$ cat src/rtl/conv_pkg.sv
// Shared definitions for the byte-to-word arbitrating converter.
package conv_pkg;

   localparam int BYTES_PER_WORD = 4;
   localparam int N_REQ_DEFAULT  = 4;

   // Lane index of the final byte of a word; storing it completes the word.
   localparam logic [1:0] LAST_LANE = 2'(BYTES_PER_WORD - 1);

   typedef enum logic {
      ST_IDLE = 1'b0,
      ST_PACK = 1'b1
   } state_t;

endpackage

$ cat src/rtl/rr_pick.sv
// Combinational round-robin selector: returns the first eligible requester
// after last_gnt, wrapping modulo N_REQ (N_REQ is a power of two).
module rr_pick #(
   parameter int N_REQ = 4,
   parameter int ID_W  = 2
) (
   input  logic [N_REQ-1:0] eligible,
   input  logic [ID_W-1:0]  last_gnt,
   output logic [ID_W-1:0]  winner,
   output logic             found
);

   // Scan from farthest to nearest so the nearest eligible requester wins.
   always_comb begin
      winner = '0;
      found  = 1'b0;
      for (int i = N_REQ; i >= 1; i--) begin
         if (eligible[ID_W'(int'(last_gnt) + i)]) begin
            winner = ID_W'(int'(last_gnt) + i);
            found  = 1'b1;
         end
      end
   end

endmodule

$ cat src/rtl/arb_conv_8_32.sv
// Round-robin arbiter that packs four consecutive bytes from one requester
// into a 32-bit word (first byte in [31:24]).
//
// Handshake: a requester's byte is consumed on a rising edge exactly when
// ready_out[k] is high in the cycle before it; a requester holds valid_in and
// data_in until then. valid_out and err_abort are single-cycle pulses and are
// never high together. A granted requester that drops valid_in mid-word
// aborts the word.
module arb_conv_8_32
   import conv_pkg::*;
#(
   parameter int N_REQ = N_REQ_DEFAULT,
   parameter int ID_W  = 2
) (
   input  logic                 clk,
   input  logic                 reset_L,
   input  logic [N_REQ-1:0]     valid_in,
   input  logic [8*N_REQ-1:0]   data_in,
   input  logic [N_REQ-1:0]     req_mask,
   output logic [N_REQ-1:0]     ready_out,
   output logic [31:0]          data_out,
   output logic                 valid_out,
   output logic [ID_W-1:0]      src_id,
   output logic                 err_abort,
   output logic                 dbg_state
);

   state_t          state_q, state_d;
   logic [1:0]      cnt_q, cnt_d;
   logic [ID_W-1:0] last_gnt_q, last_gnt_d;
   logic [ID_W-1:0] grant_q, grant_d;
   // Bytes 0..2 of the word in progress: byte 0 in [23:16], byte 2 in [7:0].
   logic [23:0]     pack_q, pack_d;
   logic [31:0]     data_out_d;
   logic [ID_W-1:0] src_id_d;
   logic            valid_out_d;
   logic            err_abort_d;

   logic [N_REQ-1:0] eligible;
   logic [ID_W-1:0]  winner;
   logic             found;
   logic [ID_W-1:0]  cur_idx;
   logic [7:0]       cur_byte;

   assign eligible  = valid_in & req_mask;
   assign cur_idx   = (state_q == ST_IDLE) ? winner : grant_q;
   assign cur_byte  = data_in[8*cur_idx +: 8];
   assign dbg_state = state_q;

   rr_pick #(
      .N_REQ (N_REQ),
      .ID_W  (ID_W)
   ) u_rr_pick (
      .eligible (eligible),
      .last_gnt (last_gnt_q),
      .winner   (winner),
      .found    (found)
   );

   // Next-state, byte capture and ready generation for the IDLE/PACK FSM.
   always_comb begin
      state_d     = state_q;
      cnt_d       = cnt_q;
      last_gnt_d  = last_gnt_q;
      grant_d     = grant_q;
      pack_d      = pack_q;
      data_out_d  = data_out;
      src_id_d    = src_id;
      valid_out_d = 1'b0;
      err_abort_d = 1'b0;
      ready_out   = '0;

      case (state_q)
         ST_IDLE: begin
            if (found) begin
               ready_out[winner] = 1'b1;
               pack_d[23:16]     = cur_byte;
               grant_d           = winner;
               cnt_d             = 2'd1;
               state_d           = ST_PACK;
            end
         end
         ST_PACK: begin
            if (valid_in[grant_q]) begin
               ready_out[grant_q] = 1'b1;
               if (cnt_q == LAST_LANE) begin
                  data_out_d  = {pack_q, cur_byte};
                  src_id_d    = grant_q;
                  valid_out_d = 1'b1;
                  last_gnt_d  = grant_q;
                  cnt_d       = 2'd0;
                  state_d     = ST_IDLE;
               end else begin
                  case (cnt_q)
                     2'd1:    pack_d[15:8] = cur_byte;
                     default: pack_d[7:0]  = cur_byte;
                  endcase
                  cnt_d = cnt_q + 2'd1;
               end
            end else begin
               // Granted requester went quiet mid-word: drop the partial word.
               err_abort_d = 1'b1;
               last_gnt_d  = grant_q;
               cnt_d       = 2'd0;
               state_d     = ST_IDLE;
            end
         end
         default: state_d = ST_IDLE;
      endcase

      // Nothing may be consumed while the block is held in reset.
      if (!reset_L) ready_out = '0;
   end

   // State and output registers; reset makes requester 0 highest priority.
   always_ff @(posedge clk or negedge reset_L) begin
      if (!reset_L) begin
         state_q    <= ST_IDLE;
         cnt_q      <= 2'd0;
         last_gnt_q <= ID_W'(N_REQ - 1);
         grant_q    <= '0;
         pack_q     <= '0;
         data_out   <= 32'h0;
         src_id     <= '0;
         valid_out  <= 1'b0;
         err_abort  <= 1'b0;
      end else begin
         state_q    <= state_d;
         cnt_q      <= cnt_d;
         last_gnt_q <= last_gnt_d;
         grant_q    <= grant_d;
         pack_q     <= pack_d;
         data_out   <= data_out_d;
         src_id     <= src_id_d;
         valid_out  <= valid_out_d;
         err_abort  <= err_abort_d;
      end
   end

endmodule

$ cat config.mk
export PLATFORM = sky130hd
export DESIGN_NAME = arb_conv_8_32
export DESIGN_NICKNAME = d
export VERILOG_FILES = /design/src/rtl/conv_pkg.sv /design/src/rtl/rr_pick.sv /design/src/rtl/arb_conv_8_32.sv
export SDC_FILE = /design/constraint.sdc
export NUM_CORES = 1
export LEC_CHECK = 0
export CAP_MARGIN = 0
export CORE_MARGIN = 2
export CORE_UTILIZATION = 35
export CTS_BUF_LIST = sky130_fd_sc_hd__clkbuf_16
export DETAILED_ROUTE_END_ITERATION = 12
export GPL_TIMING_DRIVEN = 0
export PLACE_DENSITY_LB_ADDON = 0.05
export SYNTH_ARGS = -nofsm -noshare
export SYNTH_HDL_FRONTEND = slang
export SYNTH_HIERARCHICAL = 1
export SYNTH_SLANG_ARGS = --single-unit
$ cat constraint.sdc
create_clock -name clk -period 5.5 [get_ports clk]
set_clock_uncertainty 0.1 [all_clocks]
set_input_delay 1.1 -clock clk [delete_from_list [all_inputs] [get_ports clk]]
set_output_delay 1.1 -clock clk [all_outputs]
set_load 0.01 [all_outputs]
==> reports/metrics.cfg <==
[timing]
rsz0062_at_grt = false
finalCriticalPeriod_ps = 4990
hold_slack_ps = 398
fmax_mhz = 200
finalSetupViolations = 0
fin_tns_setup_ps = 0
maxSlewHeadroom_pct = 58.5
worst_slew_pin_slew_ps = 620
final.period_utilization_pct = 90.8
finalHoldViolations = 0
setup_slack_ps = 505
drv_slew = 0

[critical_path]
cpMostUsedCell = clkdlybuf4s50_1
path_class = input port to output port
max_stage_delay_ps = 570
path_cells = clkdlybuf4s50_1 -> and2_1 -> nor2_1 -> nand2_1 -> nor2b_1 -> buf_2 -> nand3b_1 -> a21boi_0 -> clkdlybuf4s50_1
cp_max_fo = 10
r2r-end = pack_q[19]
cp_slowest_cell = clkdlybuf4s50_1
worst_setup_path_end_kind = output port
cp-start-kind = input port
reg2reg_depth = 5
required_ps = 4300
cp.arrival_ps = 3790
r2r-start = last_gnt_q[1]
reg2reg_slack_ps = 2810

[floorplanning]
dieArea_um2 = 9840
fp-row-count = 34
start_util_pct = 36.2
dieHeight_um = 99.2
coreArea_um2 = 8760
io_pins = 83
die_w_um = 99.2

[logic_synthesis]
netlist_area_um2 = 3170
synth.avg_cell_area_um2 = 16.1
synth_cells = 197
ys_warn_count = 6
seq_area_frac_synth_pct = 52.9
syn_nets = 241
synth-seq-cells = 67
ys_types = 38

[cells_and_area]
final_cell_count_no_fill = 403
final_core_util_pct = 51.0
n_antenna_cell = 0
nNetsFinal = 335
drive_gt1_share_pct = 35.6
area.growth.synth_to_final_pct = 40.8
final_cell_area_um2 = 4470

[pwr]
p_int_mw = 1.85
p_seq_share_pct = 33.2
leakagePower_nw = 1.96
p_switching_mw = 0.795
power.density_nw_per_um2 = 593
power_mw = 2.65
combPwrFrac_pct = 43.9
p_clk_share_pct = 22.9
peakVddDrop_mv = 0.230
netSwitchingFraction_pct = 30.0

[job]
maxCapViolCount = 0

[place]
dp_cells = 388
place_area_um2 = 4150
numPortBuffers = 82
post-place-ws_ps = 405
routabilityCongestion = 0.691
dp_hpwl_mm = 4.79

[status]
status = complete, no violations

[detailed_routing]
vias = 1986
viasPerCell = 4.93
first_pass_iters = 4
drt-total-wl_mm = 6.80
drc = 0
first_iter_violations = 55
wl_per_cell_um = 16.9
ant_nets = 0

[clocking]
h-tree-depth = 3
clk_latency_ps = 320
cts-resized-gates = 0
cts.clk_slew.worst_paths_ps = 50
ctsHoldBuffers = 0
clkSinkCount = 67
clockBufferDepth = 2
cts_buffers = 9
cts_setup_buffers = 0
cts_tree = built
cts-root-buf = clkbuf_16

[min_path]
worstHoldPathType = flop to flop
min_from = pack_q[11]
min_to = data_out[19]
whs_path_depth = 1

[global_routing]
grt_pass1_vias = 2128
grt_max_degree = 70
grt_remaining_overflow = 0
grt_pass1_wl_mm = 11.1
grt_usage_pct = 14.9
antenna_found_initial = 0

synthesized netlist by cell type (all sizes together):
master	count	area (µm²)
dfrtp	65	1630
mux2	62	807
mux4	9	203
buf	6	83.8
nor2	6	22.5
inv	5	18.8
a21boi	4	33.8
a21oi	4	23.8
and2	4	25.0
mux2i	3	55.1
nand2b	3	18.8
nand3	3	32.5
nor2b	3	18.8
clkbuf	2	8.75
dfstp	2	52.6
ha	2	25.0
nand3b	2	15.0
nand4	2	18.8
nand4b	2	17.5
a211oi	1	7.51
a31oi	1	6.26
a32o	1	10.0
and2b	1	7.51
nand2	1	3.75
nor3	1	5.00
nor4bb	1	10.0
o221ai	1	15.0
final cells by class:
cell class	count	area [µm²]
plain buffers	8	92.6
clock buffers	9	225
clock inverters	6	88.8
fillers	771	4300
inverters	5	18.8
multi-input cells	117	1380
flip-flops and latches	67	1680
well taps	108	135
repair buffers	83	846
worst max-delay path, delay by kind of cell:
family / cells / cell delay, ps
buf+inv: 3 / 1450
compound gates: 1 / 200
simple gates: 5 / 1030
layer usage:
metal | GRT usage (%) | up-vias | wire length, µm | part of all wire [%]
met5 | 0 | - | 0 | 0
met1 | 19.4 | 1002 | 3000 | 44
met4 | 4.11 | 0 | 67 | 0.99
met2 | 23.2 | 59 | 3330 | 49
li1 | - | 920 | - | -
met3 | 5.76 | 5 | 399 | 5.9
sequential cells by signal (all words and copies together), names as in the netlist:
name,cells
dbg_state,1
valid_out,1
err_abort,1
cnt_q,2
pack_q,24
src_id,2
last_gnt_q,2
data_out,32
grant_q,2
cell usage in the layout (no fill, tap or decap), drive strengths merged, types with 3 or more instances in the layout:
master,synthesis,layout
inv,5,6
mux2i,3,3
nor2,6,6
clkbuf,2,11
nand3,3,3
clkdlybuf4s50,0,81
a21oi,4,4
and2,4,4
nor2b,3,3
mux4,9,9
nand2b,3,3
buf,6,8
dfrtp,65,65
a21boi,4,4
mux2,62,62
worst max-delay path by stage:
stage                      from      endpoint  slack (ps)  depth (start not counted)
floorplan           req_mask[1]  ready_out[3]        1970                          7
global placement        reset_L  ready_out[2]        -590                          3
detailed placement  valid_in[1]  ready_out[2]         400                          9
CTS                 valid_in[1]  ready_out[2]         400                          9
global route        valid_in[3]  ready_out[3]         280                          9
finish              valid_in[1]  ready_out[2]         510                          9
power by group through the flow:
| stage | clock (mW) | combinational [mW] | sequential, mW |
|---|---|---|---|
| after detailed placement | 0 | 1.18 | 0.887 |
| after global routing | 0.646 | 1.25 | 0.913 |
| after CTS | 0.620 | 1.19 | 0.883 |
| final | 0.606 | 1.16 | 0.878 |
| after global placement | 0 | 1.17 | 0.883 |
| after floorplan | 0 | 0.674 | 0.920 |
cell families (layout without fill, tap and decap cells):
group                      count (synthesis)  in the layout  share of synthesized area (%)
and+or+nand+nor                           29             29                           6.15
adders and majority gates                  2              2                          0.789
DFF                                       67             67                           52.9
buffers and inverters                     13            111                           3.51
AOI/OAI and AO/OA                         12             12                           3.04
muxes                                     74             74                           33.6
(Power assumes the default switching activity.)
==> RTL change, RTL diff (config.mk and constraints unchanged) <==
Reset style: synchronous (`reset_L`), changed in one clocked block.
--- a/src/rtl/arb_conv_8_32.sv
+++ b/src/rtl/arb_conv_8_32.sv
@@ -113,7 +113,7 @@
    end
 
    // State and output registers; reset makes requester 0 highest priority.
-   always_ff @(posedge clk or negedge reset_L) begin
+   always_ff @(posedge clk) begin
       if (!reset_L) begin
          state_q    <= ST_IDLE;
          cnt_q      <= 2'd0;
Formal check against the unedited RTL: differs if reset_L is asserted again (counterexample within 4 cycles, from zero or initial values and one cycle with reset_L low); with reset_L held inactive, the same outputs for 10 cycles.
==> RTL change against the original RTL <==
  * Synthesized cell count is 79% higher
  * Routed wire length grew 27%
  * Synthesized area shrank 1.8%
  * Maximum frequency increased by 11%
  * Worst setup slack gained 0.51 ns
  * Sequential cell count unchanged
  * Design area down 1.3%
  * Largest cell class is now multi-input gates
Power is not compared: it rests on default switching activity, and its combinational part moved more than twofold at a synthesized area within 25%.
==> RTL change: results (changes against the original RTL) <==
* Maximum VDD drop at 141 uV
* Vias in the first global route at 2,878 (+35%)
* IO buf count at 82 (unchanged)
* GP Congestion at 0.765 (+11%)
* DRT Pass-1 Iters at 4 (unchanged)
* Crit-path max FO at 6 (-4)
* Multiplexer share of the synthesized area at 8.32% (-25 points)
* Placed cell areas at 4070 sq um (-2.0%)
* Crit path DAT at 3.29 ns (-0.50 ns)
* Leakage Power at 1.70 nW
* Clock tree buffer depth at 2 (unchanged)
* First-pass GRT wire length at 14,700 microns (+32%)
* Post-Synth XOR/XNOR Area at 0% (unchanged)
* Final HPWL DP at 6210 microns (+30%)
* Max_slew headroom at 62.4% (+3.9 points)
* Inserted Diodes at 0 (unchanged)
* Worst reg2reg path depth at 6 (+1)
* Setup Buffers After CTS at 0 (unchanged)
* Crit-path leading delay family: buffers and inverters
* RR Startpoint: cnt_q[0]
* Asr flop ratio synth at 0% (-100 points)
* Reg2Reg Setup Slack at 3.11 ns (+0.30 ns)
* Critical Path End: ready_out[3]
* RR Endpoint: data_out[0]
* Synth Area in Compound Gates at 21.8% (+19 points)
* Post-synthesis adder-cell area fraction at 0.804% (+0.015 points)
* Placed cells at 543 (+40%)
* Fin cells at 559 (+39%)
* Via/cell ratio at 5.06 (+2.7%)
* Status: complete, no violations
* Drt initial violations at 129 (+130%)
* Commonest cells post-synth: 67 x dfxtp_1, 37 x inv_1, 36 x nand3_1
* Sw power at 345 uW
* Routed WL at 8650 microns (+27%)
* Main area contributors after synthesis: dfxtp_1 43%, a21bo_1 8.4%, mux4_2 6.5%
* Min-delay worst type: flop to flop
* Largest net degree at the start of global routing at 13 (-81%)
* Worst Setup SP: valid_in[1]
* Clock-pin transition on the worst setup and hold timing paths at 0.06 ns
* Cts bufs inserted at 9 (unchanged)
* # nets final at 490 (+46%)
* Synthesized Nets at 397 (+65%)
* All-layer global routing usage at 19.1% (+4.3 points)
* Clk_lat worst skew at 0.33 ns
* CTS root buf: clkbuf_16
* Cells after Synth at 353 (+79%)
* Synth cell types at 40 (+5.3%)
* Largest regs: data_out x32, pack_q x24
* Sequential element share of the synthesized area at 43.1% (-9.9 points)
* Ratio of cells with drive above 1 in the final layout at 9.09% (-27 points)
RTL change: cell types whose count changed in the layout (fill, tap and decap cells not counted), sizes merged, moves of 4 or more:
cell / unedited run / this run
a21bo: 0 / 26
nor2: 6 / 10
dfrtp: 65 / 0
dfxtp: 0 / 67
o21ai: 0 / 8
o22ai: 0 / 24
nand2: 1 / 31
a21oi: 4 / 35
nand3: 3 / 37
buf: 8 / 16
inv: 6 / 39
mux2: 62 / 2
clkbuf: 11 / 22
RTL change: logic make-up after synthesis:
group	Yosys count
buffers and inverters	67
multiplexers	14
AO/OA/AOI/OAI	99
AND/OR/NAND/NOR	104
adder cells (fa/ha/maj)	2
flip-flops	67
RTL change: metal layers:
metal	vias up	routed length [microns]	share of wire, %	global-route usage (%)
li1	1410	-	-	-
met4	0	96	1.1	4.74
met3	8	569	6.6	5.94
met2	95	3960	46	30.1
met1	1316	4020	47	25.7
met5	-	0	0	0
RTL change: worst min-delay path by stage:
stage | from | to | slack (ns) | cells past startpoint
2_1_floorplan | pack_q[16] | pack_q[16] | 0.34 | 2
3_3_place_gp | pack_q[21] | pack_q[21] | 0.35 | 2
3_5_place_dp | pack_q[20] | pack_q[20] | 0.35 | 2
4_1_cts | pack_q[22] | pack_q[22] | 0.37 | 2
5_1_grt | pack_q[2] | data_out[10] | 0.39 | 2
6_report | pack_q[21] | pack_q[21] | 0.37 | 2
RTL change: power by group through the flow:
| stage | Combinational (mW) | Clock [mW] | Sequential, mW |
|---|---|---|---|
| floorplan | 0.123 | 0 | 0.525 |
| global placement | 0.205 | 0 | 0.528 |
| detailed placement | 0.207 | 0 | 0.528 |
| CTS | 0.208 | 0.671 | 0.518 |
| global route | 0.228 | 0.693 | 0.521 |
| finish | 0.205 | 0.659 | 0.518 |
RTL change: tightest hold or removal path: stages, from the launching register on:
cell and delay, ns:
dfxtp_1 0.31, nand3_1 0.06, o21ai_1 0.05
RTL change: area by class of cell:
cell class	instances	area (sq um)
inverters	38	143
flip-flops and latches	67	1340
fillers	855	4270
clock buffers	9	225
multi-input cells	219	1500
repair buffers	82	821
well taps	108	135
clock inverters	7	115
plain buffers	29	135
RTL change: metrics by stage:
step	worst slack, ns	hold WS [ns]	total power [mW]
detailed placement	1.02	0.354	0.735
global route	0.829	0.389	1.44
CTS	1.01	0.366	1.40
finish	1.01	0.365	1.38
global placement	1.03	0.352	0.733
floorplan	2.22	0.341	0.649
